===== config.mk =====
export PLATFORM = sky130hd
export DESIGN_NAME = spi_mem_arbiter
export DESIGN_NICKNAME = d
export VERILOG_FILES = /design/src/rtl/spi_mem_arbiter.sv
export SDC_FILE = /design/constraint.sdc
export NUM_CORES = 1
export LEC_CHECK = 0
export BUFFER_PORTS_ARGS = -buffer_cell sky130_fd_sc_hd__buf_2
export CELL_PAD_IN_SITES_DETAIL_PLACEMENT = 1
export CELL_PAD_IN_SITES_GLOBAL_PLACEMENT = 2
export CORE_ASPECT_RATIO = 1.75
export CORE_UTILIZATION = 25
export DETAILED_ROUTE_END_ITERATION = 10
export GPL_ROUTABILITY_DRIVEN = 1
export GPL_TIMING_DRIVEN = 0
export HOLD_SLACK_MARGIN = 0.12
export PLACE_DENSITY = 0.81
export SETUP_SLACK_MARGIN = 0.15
export SYNTH_ARGS = -nofsm -noshare
export SYNTH_HDL_FRONTEND = slang
export SYNTH_SLANG_ARGS = --single-unit
export TNS_END_PERCENT = 5

===== constraint.sdc =====
create_clock -name clk -period 1.7 [get_ports clk]
set_clock_uncertainty 0.1 [all_clocks]
set_input_delay 0.255 -clock clk [delete_from_list [all_inputs] [get_ports clk]]
set_output_delay 0.255 -clock clk [all_outputs]
set_load 0.01 [all_outputs]

===== src/rtl/spi_mem_arbiter.sv =====
// Round-robin arbiter sharing one single-port SPI memory (64 x 8) among NUM_REQ requesters.
// Define SPI_MEM_ARB_TIMEOUT_EN to add the watchdog (ISSUE abort, DRAIN state, bounded RELEASE).
module spi_mem_arbiter #(
    parameter int unsigned NUM_REQ        = 2,
    parameter int unsigned TIMEOUT_CYCLES = 64
) (
    input  logic                 clk,
    input  logic                 rst_n,
    input  logic [NUM_REQ-1:0]   req,
    input  logic [2*NUM_REQ-1:0] req_cmd,
    input  logic [6*NUM_REQ-1:0] req_addr,
    input  logic [8*NUM_REQ-1:0] req_wdata,
    output logic [NUM_REQ-1:0]   ack,
    output logic [7:0]           rsp_rdata,
    output logic                 rsp_err,
    output logic                 busy,
    output logic [1:0]           mem_cmd,
    output logic [5:0]           mem_addr,
    output logic [7:0]           mem_wdata,
    input  logic [7:0]           mem_rdata,
    output logic                 mem_en,
    input  logic                 mem_valid
);
    localparam int unsigned IDX_W  = $clog2(NUM_REQ);
    localparam int unsigned CMD_W  = 2;
    localparam int unsigned ADDR_W = 6;
    localparam int unsigned DATA_W = 8;

    if (NUM_REQ < 2 || NUM_REQ > 8) begin : g_bad_num_req
        $error("spi_mem_arbiter: NUM_REQ must be in 2..8");
    end
    if (TIMEOUT_CYCLES < 8) begin : g_bad_timeout
        $error("spi_mem_arbiter: TIMEOUT_CYCLES must be >= 8");
    end

`ifdef SPI_MEM_ARB_TIMEOUT_EN
    typedef enum logic [1:0] {
        S_IDLE    = 2'd0,
        S_ISSUE   = 2'd1,
        S_RELEASE = 2'd2,
        S_DRAIN   = 2'd3
    } state_t;

    localparam int unsigned          CNT_W   = $clog2(TIMEOUT_CYCLES);
    localparam logic [CNT_W-1:0]     CNT_MAX = CNT_W'(TIMEOUT_CYCLES - 1);

    logic [CNT_W-1:0] r_cnt;
    logic [CNT_W-1:0] w_cnt_nxt;
    logic             r_err;
    logic             w_err_nxt;
`else
    typedef enum logic [1:0] {
        S_IDLE    = 2'd0,
        S_ISSUE   = 2'd1,
        S_RELEASE = 2'd2
    } state_t;
`endif

    state_t              r_state;
    state_t              w_state_nxt;
    logic [IDX_W-1:0]    r_last;
    logic [IDX_W-1:0]    w_last_nxt;
    logic [IDX_W-1:0]    r_grant;
    logic [IDX_W-1:0]    w_grant_nxt;
    logic [NUM_REQ-1:0]  r_ack;
    logic [NUM_REQ-1:0]  w_ack_nxt;
    logic [DATA_W-1:0]   r_rdata;
    logic [DATA_W-1:0]   w_rdata_nxt;
    logic                r_busy;
    logic                w_busy_nxt;
    logic                r_mem_en;
    logic                w_mem_en_nxt;
    logic [CMD_W-1:0]    r_mem_cmd;
    logic [CMD_W-1:0]    w_mem_cmd_nxt;
    logic [ADDR_W-1:0]   r_mem_addr;
    logic [ADDR_W-1:0]   w_mem_addr_nxt;
    logic [DATA_W-1:0]   r_mem_wdata;
    logic [DATA_W-1:0]   w_mem_wdata_nxt;

    logic [CMD_W-1:0]    w_cmd_arr   [NUM_REQ];
    logic [ADDR_W-1:0]   w_addr_arr  [NUM_REQ];
    logic [DATA_W-1:0]   w_wdata_arr [NUM_REQ];
    logic                w_found;
    logic [IDX_W-1:0]    w_win;
    logic [IDX_W-1:0]    w_idx;

    for (genvar gi = 0; gi < NUM_REQ; gi++) begin : g_unpack
        assign w_cmd_arr[gi]   = req_cmd[gi*CMD_W +: CMD_W];
        assign w_addr_arr[gi]  = req_addr[gi*ADDR_W +: ADDR_W];
        assign w_wdata_arr[gi] = req_wdata[gi*DATA_W +: DATA_W];
    end

    // Round-robin pick: first set req bit searching from last+1, wrapping modulo NUM_REQ.
    always_comb begin : rr_pick
        w_found = 1'b0;
        w_win   = r_last;
        w_idx   = '0;
        for (int unsigned k = 1; k <= NUM_REQ; k++) begin
            w_idx = IDX_W'((32'(r_last) + k) % NUM_REQ);
            if (!w_found && req[w_idx]) begin
                w_found = 1'b1;
                w_win   = w_idx;
            end
        end
    end

    always_comb begin : fsm_next
        w_state_nxt     = r_state;
        w_last_nxt      = r_last;
        w_grant_nxt     = r_grant;
        w_ack_nxt       = '0;
        w_rdata_nxt     = r_rdata;
        w_mem_cmd_nxt   = r_mem_cmd;
        w_mem_addr_nxt  = r_mem_addr;
        w_mem_wdata_nxt = r_mem_wdata;
`ifdef SPI_MEM_ARB_TIMEOUT_EN
        w_cnt_nxt       = '0;
        w_err_nxt       = r_err;
`endif
        case (r_state)
            S_IDLE: begin
                if (w_found) begin
                    w_last_nxt      = w_win;
                    w_grant_nxt     = w_win;
                    w_mem_cmd_nxt   = w_cmd_arr[w_win];
                    w_mem_addr_nxt  = w_addr_arr[w_win];
                    w_mem_wdata_nxt = w_wdata_arr[w_win];
                    w_state_nxt     = S_ISSUE;
                end
            end
            S_ISSUE: begin
                if (mem_valid) begin
                    w_ack_nxt[r_grant] = 1'b1;
                    w_rdata_nxt        = mem_rdata;
`ifdef SPI_MEM_ARB_TIMEOUT_EN
                    w_err_nxt          = 1'b0;
`endif
                    w_state_nxt        = S_RELEASE;
                end
`ifdef SPI_MEM_ARB_TIMEOUT_EN
                // Memory never answered: abort with an error response and let it settle in DRAIN.
                else if (r_cnt == CNT_MAX) begin
                    w_ack_nxt[r_grant] = 1'b1;
                    w_rdata_nxt        = '0;
                    w_err_nxt          = 1'b1;
                    w_state_nxt        = S_DRAIN;
                end else begin
                    w_cnt_nxt = r_cnt + CNT_W'(1);
                end
`endif
            end
            S_RELEASE: begin
                if (!mem_valid) begin
                    w_state_nxt = S_IDLE;
                end
`ifdef SPI_MEM_ARB_TIMEOUT_EN
                else if (r_cnt == CNT_MAX) begin
                    w_state_nxt = S_IDLE;
                end else begin
                    w_cnt_nxt = r_cnt + CNT_W'(1);
                end
`endif
            end
`ifdef SPI_MEM_ARB_TIMEOUT_EN
            S_DRAIN: begin
                if (r_cnt == CNT_MAX) begin
                    w_state_nxt = S_IDLE;
                end else begin
                    w_cnt_nxt = r_cnt + CNT_W'(1);
                end
            end
`endif
            default: begin
                w_state_nxt = S_IDLE;
            end
        endcase
        // mem_en and busy are pure functions of the next state, so both come out registered.
        w_mem_en_nxt = (w_state_nxt == S_ISSUE);
        w_busy_nxt   = (w_state_nxt != S_IDLE);
    end

    always_ff @(posedge clk or negedge rst_n) begin : state_reg
        if (!rst_n) begin
            r_state     <= S_IDLE;
            r_last      <= IDX_W'(NUM_REQ - 1);
            r_grant     <= '0;
            r_ack       <= '0;
            r_rdata     <= '0;
            r_busy      <= 1'b0;
            r_mem_en    <= 1'b0;
            r_mem_cmd   <= '0;
            r_mem_addr  <= '0;
            r_mem_wdata <= '0;
`ifdef SPI_MEM_ARB_TIMEOUT_EN
            r_cnt       <= '0;
            r_err       <= 1'b0;
`endif
        end else begin
            r_state     <= w_state_nxt;
            r_last      <= w_last_nxt;
            r_grant     <= w_grant_nxt;
            r_ack       <= w_ack_nxt;
            r_rdata     <= w_rdata_nxt;
            r_busy      <= w_busy_nxt;
            r_mem_en    <= w_mem_en_nxt;
            r_mem_cmd   <= w_mem_cmd_nxt;
            r_mem_addr  <= w_mem_addr_nxt;
            r_mem_wdata <= w_mem_wdata_nxt;
`ifdef SPI_MEM_ARB_TIMEOUT_EN
            r_cnt       <= w_cnt_nxt;
            r_err       <= w_err_nxt;
`endif
        end
    end

    assign ack       = r_ack;
    assign rsp_rdata = r_rdata;
    assign busy      = r_busy;
    assign mem_en    = r_mem_en;
    assign mem_cmd   = r_mem_cmd;
    assign mem_addr  = r_mem_addr;
    assign mem_wdata = r_mem_wdata;
`ifdef SPI_MEM_ARB_TIMEOUT_EN
    assign rsp_err   = r_err;
`else
    assign rsp_err   = 1'b0;
`endif

endmodule


==> results of run 1 <==
-- kinds of logic (layout without fill, tap and decap cells) --
group	after synthesis	in the layout	share of synthesized area (%)
compound gates	52	52	19.5
simple gates	30	30	10.7
buf+inv	15	104	5.95
flops	32	32	55.3
other cells	1	1	0.259
mux	10	10	8.28
-- through the flow --
stage               cells  TNS [ns]  power [W]  hold WS, ns  utilization, %
global route          305         0    0.00393        0.141            37.9
floorplan             140         0    0.00236       -0.141               -
finish                305         0    0.00362        0.128            37.9
CTS                   305         0    0.00363        0.125            37.5
global placement      288    -0.269    0.00296        0.259            34.1
detailed placement    288    -0.345    0.00300        0.257            34.1
-- registers in the layout, summed over array words and instances (netlist names) --
name       count
mem_wdata      8
r_grant        1
mem_en         1
r_state        2
ack            2
r_last         1
mem_addr       6
busy           1
mem_cmd        2
rsp_rdata      8
-- final cells by class --
| cell class | count | area share, % |
|---|---|---|
| Tap cell | 76 | 4.49 |
| Buffer | 12 | 4.31 |
| Clock buffer | 8 | 4.25 |
| Timing Repair Buffer | 82 | 21.7 |
| Sequential cell | 32 | 37.9 |
| Inverter | 2 | 0.354 |
| Multi-Input combinational cell | 93 | 27.0 |
-- per-layer routing --
metal	track usage (%)	wire (um)	vias to the layer above
met5	0	0	-
met4	7.51	95	0
met3	3.51	286	10
met2	28.9	2250	64
met1	15.6	1630	664
li1	-	-	678
-- power by group --
part           switching, W  internal, W
sequential         0.000199      0.00115
clock              0.000271     0.000330
combinational      0.000898     0.000774
-- layout by cell type (no fill, tap or decap), drive strengths merged, types with 3 or more instances in the layout --
cell / synthesis / routed
a21oi: 17 / 17
a31oi: 16 / 16
buf: 6 / 78
clkbuf: 7 / 14
dfrtp: 31 / 31
dlygate4sd3: 0 / 10
mux2: 10 / 10
nand3: 16 / 16
nor2: 5 / 5
o21ai: 18 / 18
or2: 3 / 3
-- how the worst min path moves through the flow --
stage	end	slack (ns)	depth (start not counted)
2_1_floorplan	ack[0]	-0.14	0
3_3_place_gp	ack[0]	0.26	1
3_5_place_dp	ack[0]	0.26	1
4_1_cts	mem_cmd[1]	0.13	3
5_1_grt	mem_addr[4]	0.14	3
6_report	mem_wdata[7]	0.13	3
-- what timing repair did --
action                                 in CTS  in global routing
hold buffers                               10                  0
resized for setup                           3                 13
pin swaps                                   0                  0
setup endpoints to repair                  15                 23
endpoints found under the hold margin      41                  0
-- worst register-to-register path, delay by kind of cell (launching register included) --
kind	cells	cell delay, ns
muxes	1	0.29
and+or+nand+nor	2	0.43
buffers and inverters	1	0.19
DFF	1	0.41
==> out/qor.csv, run 1 <==
stage,metric,value,unit
worst_setup_path,Crit. Startpoint,r_state[1],
synth,Yosys cell types,25,
floorplanning,Ports,74,
hold_path,min-delay worst type,input pin to flop,
worst_setup_path,R2R Path Start,r_state[1],
worst_setup_path,r2r setup slk,0.16,ns
floorplanning,Die Ht,103,um
clock_tree,"Clk Latency, worst-skew pair",0.28,ns
synth,top-count cell post-synth,dfrtp_1,
cells_and_area,fin area,2120,um^2
floorplanning,Horiz. Die Dim,59.6,um
cells_and_area,register area,802,um^2
route,antenna-violating nets left,0,
timing,final setup fails,0,
clock_tree,CTS sink count,32,
route,first-pass iteration count of the detailed router,4,
synth,"EDFF count, synth",0,
worst_setup_path,R2R Path End,rsp_rdata[4],
worst_setup_path,Crit path depth,4,
global_route,gr ovfl total,0,
worst_setup_path,R2R depth,4,
cells_and_area,Area Overhead vs Synth,46.1,%
synth,Mapped Nets,185,
synth,dominant cells by area after synthesis,"dfrtp_1 53%, a31oi_1 6.9%, o21ai_0 6.2%, mux2_2 6.2%, a21oi_1 5.9%",
run,max cap viols,0,
clock_tree,CTS Buf Count,5,
outcome,outcome,"complete, no violations",
worst_setup_path,critical path arrival,1.60,ns
cells_and_area,area of the multi-input gates,572,um^2
power,peak supply drop,0.471,mV
timing,fmax,650,MHz
power,PD cells,1710,nW/um^2
global_route,Tot GR Track Use,15.4,%
power,leakage power figure,0.994,nW
place,GPL Wtd Cong,0.718,
synth,Post-synth ARST share,100,%
timing,unrepaired setup endpoints after global routing,true,
clock_tree,clock-pin slew on the worst setup and hold paths,0.07,ns
place,Placement Cell Area,1910,um^2
global_route,largest net degree at the start of global routing,33,
timing,Tmin final,1.54,ns
synth,"area leader, netlist",dfrtp_1,
floorplanning,FP Rows,36,
place,Setup WS pre-CTS,-0.0610,ns
route,WL final,4260,um
worst_setup_path,critical path class,flop to flop,
worst_setup_path,CP max FO,10,
clock_tree,clock root cell,clkbuf_8,
hold_path,HP Start,req_wdata[15],
synth,Syn. warnings,0,
floorplanning,die area,6120,um^2
timing,Slew @ Worst Pin,0.720,ns
timing,"Worst Setup Slack, final",0.162,ns
worst_setup_path,crit path cell chain,nand2b_2 -> or2_1 -> clkbuf_4 -> mux2_2,
cells_and_area,# nets final,273,
clock_tree,CTS tree,done,
floorplanning,Starting Density,26.0,%
worst_setup_path,Critical Path RT,1.76,ns
synth,prevailing post-synth register cell,dfrtp_1,
route,drt drc,0,
place,port buffer count,72,
synth,"Seq/Total Area, Yosys",55.3,%
synth,synthesized flop and latch total,32,
cells_and_area,# diodes,0,
floorplanning,CORE AREA,5590,um^2
synth,Synth top area share,53.5,%
cells_and_area,fraction of layout cells with a size suffix above 1,45.9,%
global_route,initial antenna violation count,0,
timing,period utilization,90.5,%
route,DRT iter0 DRCs,22,
synth,syn avg cell area,10.4,um^2
timing,Final Max Tran Viols,0,
route,DR vias/cell,4.64,
synth,Mapped Area,1450,um^2
route,via count,1416,
worst_setup_path,Critical Path Max Stage Delay,0.41,ns
timing,Rel. slew slack,52.0,%
clock_tree,Clock Tree Buf Depth,2,
timing,Final Hold Fails,0,
place,Final HPWL DP,2970,um
worst_setup_path,family with the most delay on the worst path,simple AND/OR/NAND/NOR gates,
route,WL/cell,14.0,um
synth,Mapped Cells,140,
worst_setup_path,type of destination of the critical path,flop,
global_route,vias in the first global route,1534,
synth,Synth top cells by count,"31 x dfrtp_1, 18 x o21ai_0, 17 x a21oi_1, 16 x a31oi_1, 16 x nand3_1",
clock_tree,H-tree depth,2,
worst_setup_path,CP Launch Type,flop,
clock_tree,post-CTS setup buffer count,0,
worst_setup_path,end of the critical path,rsp_rdata[4],
worst_setup_path,Critical-path top delay cell,dfrtp_1,
global_route,first-pass GRT wire length,7060,um
cells_and_area,Filler cells,718,
worst_setup_path,CP bufs+invs,1,
(Power assumes the default switching activity.)
==> run 2: changes to the inputs <==
--- a/config.mk
+++ b/config.mk
@@ -5,6 +5,7 @@
 export SDC_FILE = /design/constraint.sdc
 export NUM_CORES = 1
 export LEC_CHECK = 0
+export ABC_AREA = 1
 export BUFFER_PORTS_ARGS = -buffer_cell sky130_fd_sc_hd__buf_2
 export CELL_PAD_IN_SITES_DETAIL_PLACEMENT = 1
 export CELL_PAD_IN_SITES_GLOBAL_PLACEMENT = 2
@@ -14,7 +15,8 @@
 export GPL_ROUTABILITY_DRIVEN = 1
 export GPL_TIMING_DRIVEN = 0
 export HOLD_SLACK_MARGIN = 0.12
-export PLACE_DENSITY = 0.81
+export PLACE_DENSITY = 0.82
+export REMOVE_ABC_BUFFERS = 1
 export SETUP_SLACK_MARGIN = 0.15
 export SYNTH_ARGS = -nofsm -noshare
 export SYNTH_HDL_FRONTEND = slang
==> run 2 against run 1 <==
Die area up 10%; cell area rose by 2.3%; sequential cell count unchanged; worst hold slack got worse by 0.0062 ns; global-route usage is 0.48 points lower; register-to-register slack improved by 0.11 ns; critical path depth is 1 higher; sequential share of layout area shrank 0.85 points; sequential power hardly changed; synthesized area is 10% higher; count of clock-buffer cells in the layout down 2; non-clock buffer count decreased by 14; critical path type unchanged; largest power group unchanged.
==> out/qor.csv, run 2 <==
stage,metric,value,unit
power,internal power,0.00202,W
power,Comb power frac,44.0,%
global_route,first-pass GRT wire length,7620,um
global_route,met2 Usage GRT,26.6,%
cells_and_area,# diodes,0,
global_route,initial antenna violation count,0,
synth,Mapped Area,1600,um^2
worst_setup_path,Critical-path top delay cell,dfstp_2,
clock_tree,H-tree depth,2,
power,register share of total power,38.3,%
global_route,vias in the first global route,1609,
power,Net Sw Frac,41.6,%
cells_and_area,fin area,2170,um^2
place,GPL Wtd Cong,0.647,
clock_tree,clock root cell,clkbuf_8,
synth,Syn. warnings,0,
cells_and_area,Final Non-Filler Cells,350,
timing,Rel. slew slack,40.5,%
synth,mux share of post-synthesis cell area,0,%
global_route,grt met3 use,3.39,%
power,PD cells,1600,nW/um^2
worst_setup_path,type of destination of the critical path,flop,
synth,syn avg cell area,8.43,um^2
timing,Tmin final,1.43,ns
synth,Post-synth ARST share,100,%
synth,Mapped Cells,190,
worst_setup_path,CP max FO,16,
cells_and_area,fraction of layout cells with a size suffix above 1,34.4,%
place,Placement Cell Area,1990,um^2
synth,"EDFF count, synth",0,
timing,Final Max Tran Viols,0,
worst_setup_path,critical path arrival,1.50,ns
worst_setup_path,crit path cell chain,inv_2 -> nand2_2 -> nand3b_1 -> nand3_1 -> nand2_1,
timing,final setup fails,0,
global_route,grt peak-use layer,met2,
cells_and_area,"commonest cells after routing, fill and taps aside","72 x buf_2, 43 x nand2_1, 34 x nand3_1, 31 x dfrtp_1, 30 x inv_1",
power,Net Sw Power,0.00144,W
clock_tree,CTS tree,done,
synth,largest family of logic cells by synthesized area,simple AND/OR/NAND/NOR gates,
timing,unrepaired setup endpoints after global routing,false,
cells_and_area,# nets final,314,
cells_and_area,final core utilization,35.1,%
timing,period utilization,83.9,%
route,via count,1536,
route,WL/cell,13.1,um
synth,prevailing post-synth register cell,dfrtp_1,
hold_path,min-delay worst type,input pin to flop,
run,max cap viols,0,
clock_tree,CTS sink count,32,
floorplanning,die area,6740,um^2
place,port buffer count,72,
timing,worst hold slack,0.122,ns
power,leakage power figure,1.24,nW
synth,post-synthesis compound-gate area fraction,4.53,%
global_route,Tot GR Track Use,15.0,%
power,peak supply drop,0.722,mV
synth,Yosys cell types,19,
floorplanning,Ports,74,
global_route,gr ovfl total,0,
synth,Adder-Cell Fraction of Synth Area,0,%
route,DRT iter0 DRCs,31,
timing,Final Hold Fails,0,
place,post-placement cell count,334,
route,DR vias/cell,4.39,
cells_and_area,Filler cells,785,
worst_setup_path,R2R depth,5,
synth,top-count cell post-synth,nand2_1,
cells_and_area,area of the multi-input gates,612,um^2
worst_setup_path,Critical Path RT,1.78,ns
synth,"Seq/Total Area, Yosys",50.1,%
synth,"area leader, netlist",dfrtp_1,
hold_path,hold path cells,3,
floorplanning,Die Ht,108,um
clock_tree,"Clk Latency, worst-skew pair",0.29,ns
global_route,GR Layer Usage met1,16.3,%
route,WL final,4570,um
clock_tree,CTS Buf Count,5,
timing,Slew @ Worst Pin,0.893,ns
route,drt drc,0,
synth,Synth top area share,48.4,%
worst_setup_path,Critical Path Max Stage Delay,0.57,ns
floorplanning,Horiz. Die Dim,62.5,um
worst_setup_path,critical path class,flop to flop,
power,clock power share,17.7,%
floorplanning,Starting Density,25.9,%
cells_and_area,"most common cell after layout, fill and taps aside",buf_2,
route,first-pass iteration count of the detailed router,4,
clock_tree,clock-pin slew on the worst setup and hold paths,0.07,ns
synth,post-synthesis simple-gate area fraction,33.1,%
timing,Fin Setup TNS,0,ns
synth,post-synthesis xor/xnor area fraction,0,%
global_route,largest net degree at the start of global routing,33,
synth,synthesized flop and latch total,32,
synth,Synth top cells by count,"43 x nand2_1, 34 x nand3_1, 31 x dfrtp_1, 30 x inv_1, 16 x nand3b_1",
outcome,outcome,"complete, no violations",
clock_tree,Clock Tree Buf Depth,2,
worst_setup_path,CP Launch Type,flop,
cells_and_area,register area,802,um^2
timing,fmax,701,MHz
cells_and_area,Area Overhead vs Synth,35.3,%
route,antenna-violating nets left,0,
synth,dominant cells by area after synthesis,"dfrtp_1 48%, nand3_1 11%, nand2_1 10%, nand3b_1 7.5%, inv_1 7.0%",
place,Final HPWL DP,3090,um
floorplanning,CORE AREA,6180,um^2
floorplanning,FP Rows,38,
[run 2: cell count changes after synthesis, moves of 7 or more]
cell	delta
nand2_1	+41
inv_1	+28
nand3_1	+18
a21oi_1	-17
a31oi_1	-16
nand3b_1	+16
mux2_2	-8
o21ai_0	-7
[run 2: worst max-delay path, delay by kind of cell, from the launching register on]
kind | cells | cell delay [ns]
DFF | 1 | 0.57
buffers and inverters | 1 | 0.07
and+or+nand+nor | 4 | 0.56
[run 2: routing by layer]
| layer | share of wire [%] | vias to the layer above | routed length (um) |
|---|---|---|---|
| li1 | - | 754 | - |
| met1 | 40 | 726 | 1830 |
| met2 | 52 | 50 | 2380 |
| met3 | 5.6 | 6 | 257 |
| met4 | 2.3 | 0 | 106 |
| met5 | 0 | - | 0 |
[run 2: metrics by stage]
step / total power (W) / setup WS (ns)
2_1_floorplan: 0.00223 / 0.495
3_3_place_gp: 0.00285 / 0.0964
3_5_place_dp: 0.00289 / 0.0494
4_1_cts: 0.00355 / 0.254
5_1_grt: 0.00379 / 0.164
6_report: 0.00346 / 0.273
[run 2: logic make-up after synthesis]
family | after synthesis
AND/OR/NAND/NOR | 104
flip-flops | 32
buffers and inverters | 40
other | 1
AO/OA/AOI/OAI | 13
[run 2: final cells by class]
class                           count  area share (%)
Sequential cell                    32            37.0
Multi-Input combinational cell    118            28.2
Timing Repair Buffer               80            20.3
Inverter                           32            5.54
Tap cell                           80            4.62
Clock buffer                        6            3.81
Clock inverter                      2           0.462
[run 2: power groups by stage]
stage	Combinational (W)	Sequential, W	Clock (W)
2_1_floorplan	0.000753	0.00148	0
3_3_place_gp	0.00151	0.00133	0
3_5_place_dp	0.00155	0.00134	0
4_1_cts	0.00157	0.00133	0.000651
5_1_grt	0.00174	0.00138	0.000672
6_report	0.00152	0.00133	0.000615
[run 2: final timing paths]
path / startpoint / end / slack, ns
setup / recovery: r_last / mem_wdata[7] / 0.27
hold / removal: mem_rdata[3] / rsp_rdata[3] / 0.12
setup reg to reg: r_last / mem_wdata[7] / 0.27
hold reg to reg: r_grant / ack[0] / 0.34
max in group asynchronous: rst_n / mem_wdata[0] / 0.54
min in group asynchronous: rst_n / r_state[0] / 0.47
[run 2: repair_timing]
item                       in CTS  in global routing
hold buffers                    8                  0
resized for setup               0                  1
setup endpoints to repair       0                  3
hold endpoints to repair       39                  0
setup buffers                   0                  0
==> run 3: changes to the inputs <==
--- a/config.mk
+++ b/config.mk
@@ -10,12 +10,12 @@
 export CELL_PAD_IN_SITES_DETAIL_PLACEMENT = 1
 export CELL_PAD_IN_SITES_GLOBAL_PLACEMENT = 2
 export CORE_ASPECT_RATIO = 1.75
-export CORE_UTILIZATION = 25
+export CORE_UTILIZATION = 23
 export DETAILED_ROUTE_END_ITERATION = 10
 export GPL_ROUTABILITY_DRIVEN = 1
 export GPL_TIMING_DRIVEN = 0
 export HOLD_SLACK_MARGIN = 0.12
-export PLACE_DENSITY = 0.82
+export PLACE_DENSITY = 0.8
 export REMOVE_ABC_BUFFERS = 1
 export SETUP_SLACK_MARGIN = 0.15
 export SYNTH_ARGS = -nofsm -noshare
==> constraint.sdc (replaced) <==
create_clock -name clk -period 1.2 [get_ports clk]
set_clock_uncertainty 0.1 [all_clocks]
set_input_delay 0.18 -clock clk [delete_from_list [all_inputs] [get_ports clk]]
set_output_delay 0.18 -clock clk [all_outputs]
set_load 0.01 [all_outputs]
==> run 3 against run 2 <==
The run now ends with negative hold slack, negative setup slack left; setup slack got worse by 0.35 ns; worst hold slack got worse by 0.24 ns; fmax increased by 11%; global-route usage about the same; non-clock buffer count increased by 9; largest power group unchanged.
==> out/qor.csv, run 3 (synthesized netlist as in run 2, its figures left out) <==
stage,metric,value,unit
place,Final HPWL DP,3110,um
route,via count,1566,
worst_setup_path,Critical Path RT,1.26,ns
run,max cap viols,0,
timing,final setup fails,18,
worst_setup_path,critical path class,flop to flop,
timing,Final Hold Fails,31,
floorplanning,CORE AREA,6640,um^2
clock_tree,# hold bufs at CTS,12,
route,drt drc,0,
floorplanning,FP Rows,39,
global_route,initial antenna violation count,0,
clock_tree,CTS tree,done,
timing,unrepaired setup endpoints after global routing,true,
global_route,Tot GR Track Use,15.0,%
route,DR vias/cell,4.31,
power,peak supply drop,0.873,mV
clock_tree,CTS Buf Count,5,
cells_and_area,# nets final,325,
timing,worst hold slack,-0.121,ns
outcome,outcome,finished with violations,
place,port buffer count,72,
timing,Rel. slew slack,49.4,%
power,leakage power figure,1.33,nW
timing,Slew @ Worst Pin,0.759,ns
floorplanning,Horiz. Die Dim,65.1,um
clock_tree,Clock Tree Buf Depth,2,
worst_setup_path,CP max FO,16,
place,GPL Wtd Cong,0.692,
clock_tree,clock root cell,clkbuf_16,
cells_and_area,"most common cell after layout, fill and taps aside",buf_2,
floorplanning,Die Ht,112,um
cells_and_area,Final Non-Filler Cells,363,
worst_setup_path,critical path arrival,1.34,ns
clock_tree,CTS sink count,32,
outcome,failing checks,"negative hold slack, negative setup slack",
cells_and_area,Area Overhead vs Synth,53.2,%
worst_setup_path,Critical Path Max Stage Delay,0.59,ns
floorplanning,Ports,74,
place,post-placement cell count,336,
hold_path,min-delay worst type,input pin to async pin,
global_route,first-pass GRT wire length,8220,um
cells_and_area,"commonest cells after routing, fill and taps aside","68 x buf_2, 42 x nand2_1, 34 x nand3_1, 30 x dfrtp_1, 29 x inv_1",
timing,period utilization,107,%
clock_tree,"Clk Latency, worst-skew pair",0.27,ns
cells_and_area,# diodes,0,
timing,fmax,780,MHz
global_route,gr ovfl total,0,
power,PD cells,2400,nW/um^2
global_route,largest net degree at the start of global routing,33,
timing,Final Max Tran Viols,0,
worst_setup_path,type of destination of the critical path,flop,
floorplanning,die area,7310,um^2
timing,"Worst Setup Slack, final",-0.0815,ns
floorplanning,Starting Density,24.1,%
cells_and_area,fraction of layout cells with a size suffix above 1,36.3,%
clock_tree,clock-pin slew on the worst setup and hold paths,0.05,ns
timing,Tmin final,1.28,ns
route,DRT iter0 DRCs,31,
global_route,vias in the first global route,1673,
route,WL/cell,13.8,um
worst_setup_path,crit path cell chain,inv_4 -> nand2_8 -> nand3b_1 -> nand3_1 -> nand2_1,
route,antenna-violating nets left,0,
route,first-pass iteration count of the detailed router,4,
clock_tree,H-tree depth,2,
worst_setup_path,Critical-path top delay cell,dfstp_2,
route,WL final,5000,um
worst_setup_path,CP Launch Type,flop,
==> run 3: cell types whose count changed in the layout (fill, tap and decap cells not counted), moves of 2 or more <==
cell,delta
o21ai_0,-8
o21ai_1,+8
buf_6,+5
clkbuf_16,+5
clkbuf_8,-5
buf_2,-4
dlygate4sd3_1,+4
nand2_8,+4
buf_12,+2
buf_4,+2
clkbuf_1,+2
clkinv_2,-2
nand2_2,-2
==> run 3: where the power goes <==
group	internal [W]	switching (W)
Combinational	0.00116	0.00155
Sequential	0.00161	0.000310
Clock	0.000827	0.000442
Total	0.00359	0.00230
==> run 3: per-layer routing <==
metal / part of all wire, % / GRT usage (%) / vias up
li1: - / - / 782
met1: 40 / 16.5 / 726
met2: 54 / 27.6 / 51
met3: 4.8 / 3.46 / 7
met4: 1.5 / 4.78 / 0
met5: 0 / 0 / -
==> run 3: layout make-up <==
class	instances	area [um^2]
Clock buffer	8	146
Tap cell	82	103
Multi-Input combinational cell	120	707
Inverter	32	123
Sequential cell	32	803
Timing Repair Buffer	89	572
Fill cell	830	4180
==> run 3: per-stage QoR <==
step | total power, W | util [%] | setup TNS (ns) | setup WS [ns] | instance area [um^2]
after floorplan | 0.00316 | - | -0.0837 | -0.00523 | 1530
after global placement | 0.00402 | 30.0 | -4.00 | -0.287 | 1990
after detailed placement | 0.00407 | 30.0 | -4.90 | -0.335 | 1990
after CTS | 0.00593 | 36.6 | -0.858 | -0.0606 | 2430
after global routing | 0.00639 | 37.0 | -2.15 | -0.152 | 2450
final | 0.00590 | 37.0 | -0.809 | -0.0815 | 2450
==> run 3: what timing repair did <==
action / 4_1_cts / 5_1_grt
gates cloned: 2 / 0
hold endpoints to repair: 44 / 31
setup buffers: 5 / 0
endpoints found under the setup margin: 56 / 59
resized for setup: 24 / 5
pin swaps: 11 / 2
==> run 3: worst max-delay path: cells and delay by family (launching register included) <==
family / cells / cell delay [ns]
AND/OR/NAND/NOR: 4 / 0.36
buffers and inverters: 1 / 0.11
flip-flops: 1 / 0.59
==> run 3: final timing paths <==
check	startpoint	to	slack (ns)	cells after the start
setup reg to reg	r_last	mem_cmd[1]	-0.08	5
hold / removal	rst_n	mem_en	-0.12	1
setup / recovery	r_last	mem_cmd[1]	-0.08	5
min in group clk	req_addr[1]	mem_addr[1]	0.12	4
max in group asynchronous	rst_n	r_state[0]	0.60	1
hold reg to reg	r_grant	ack[0]	0.33	1
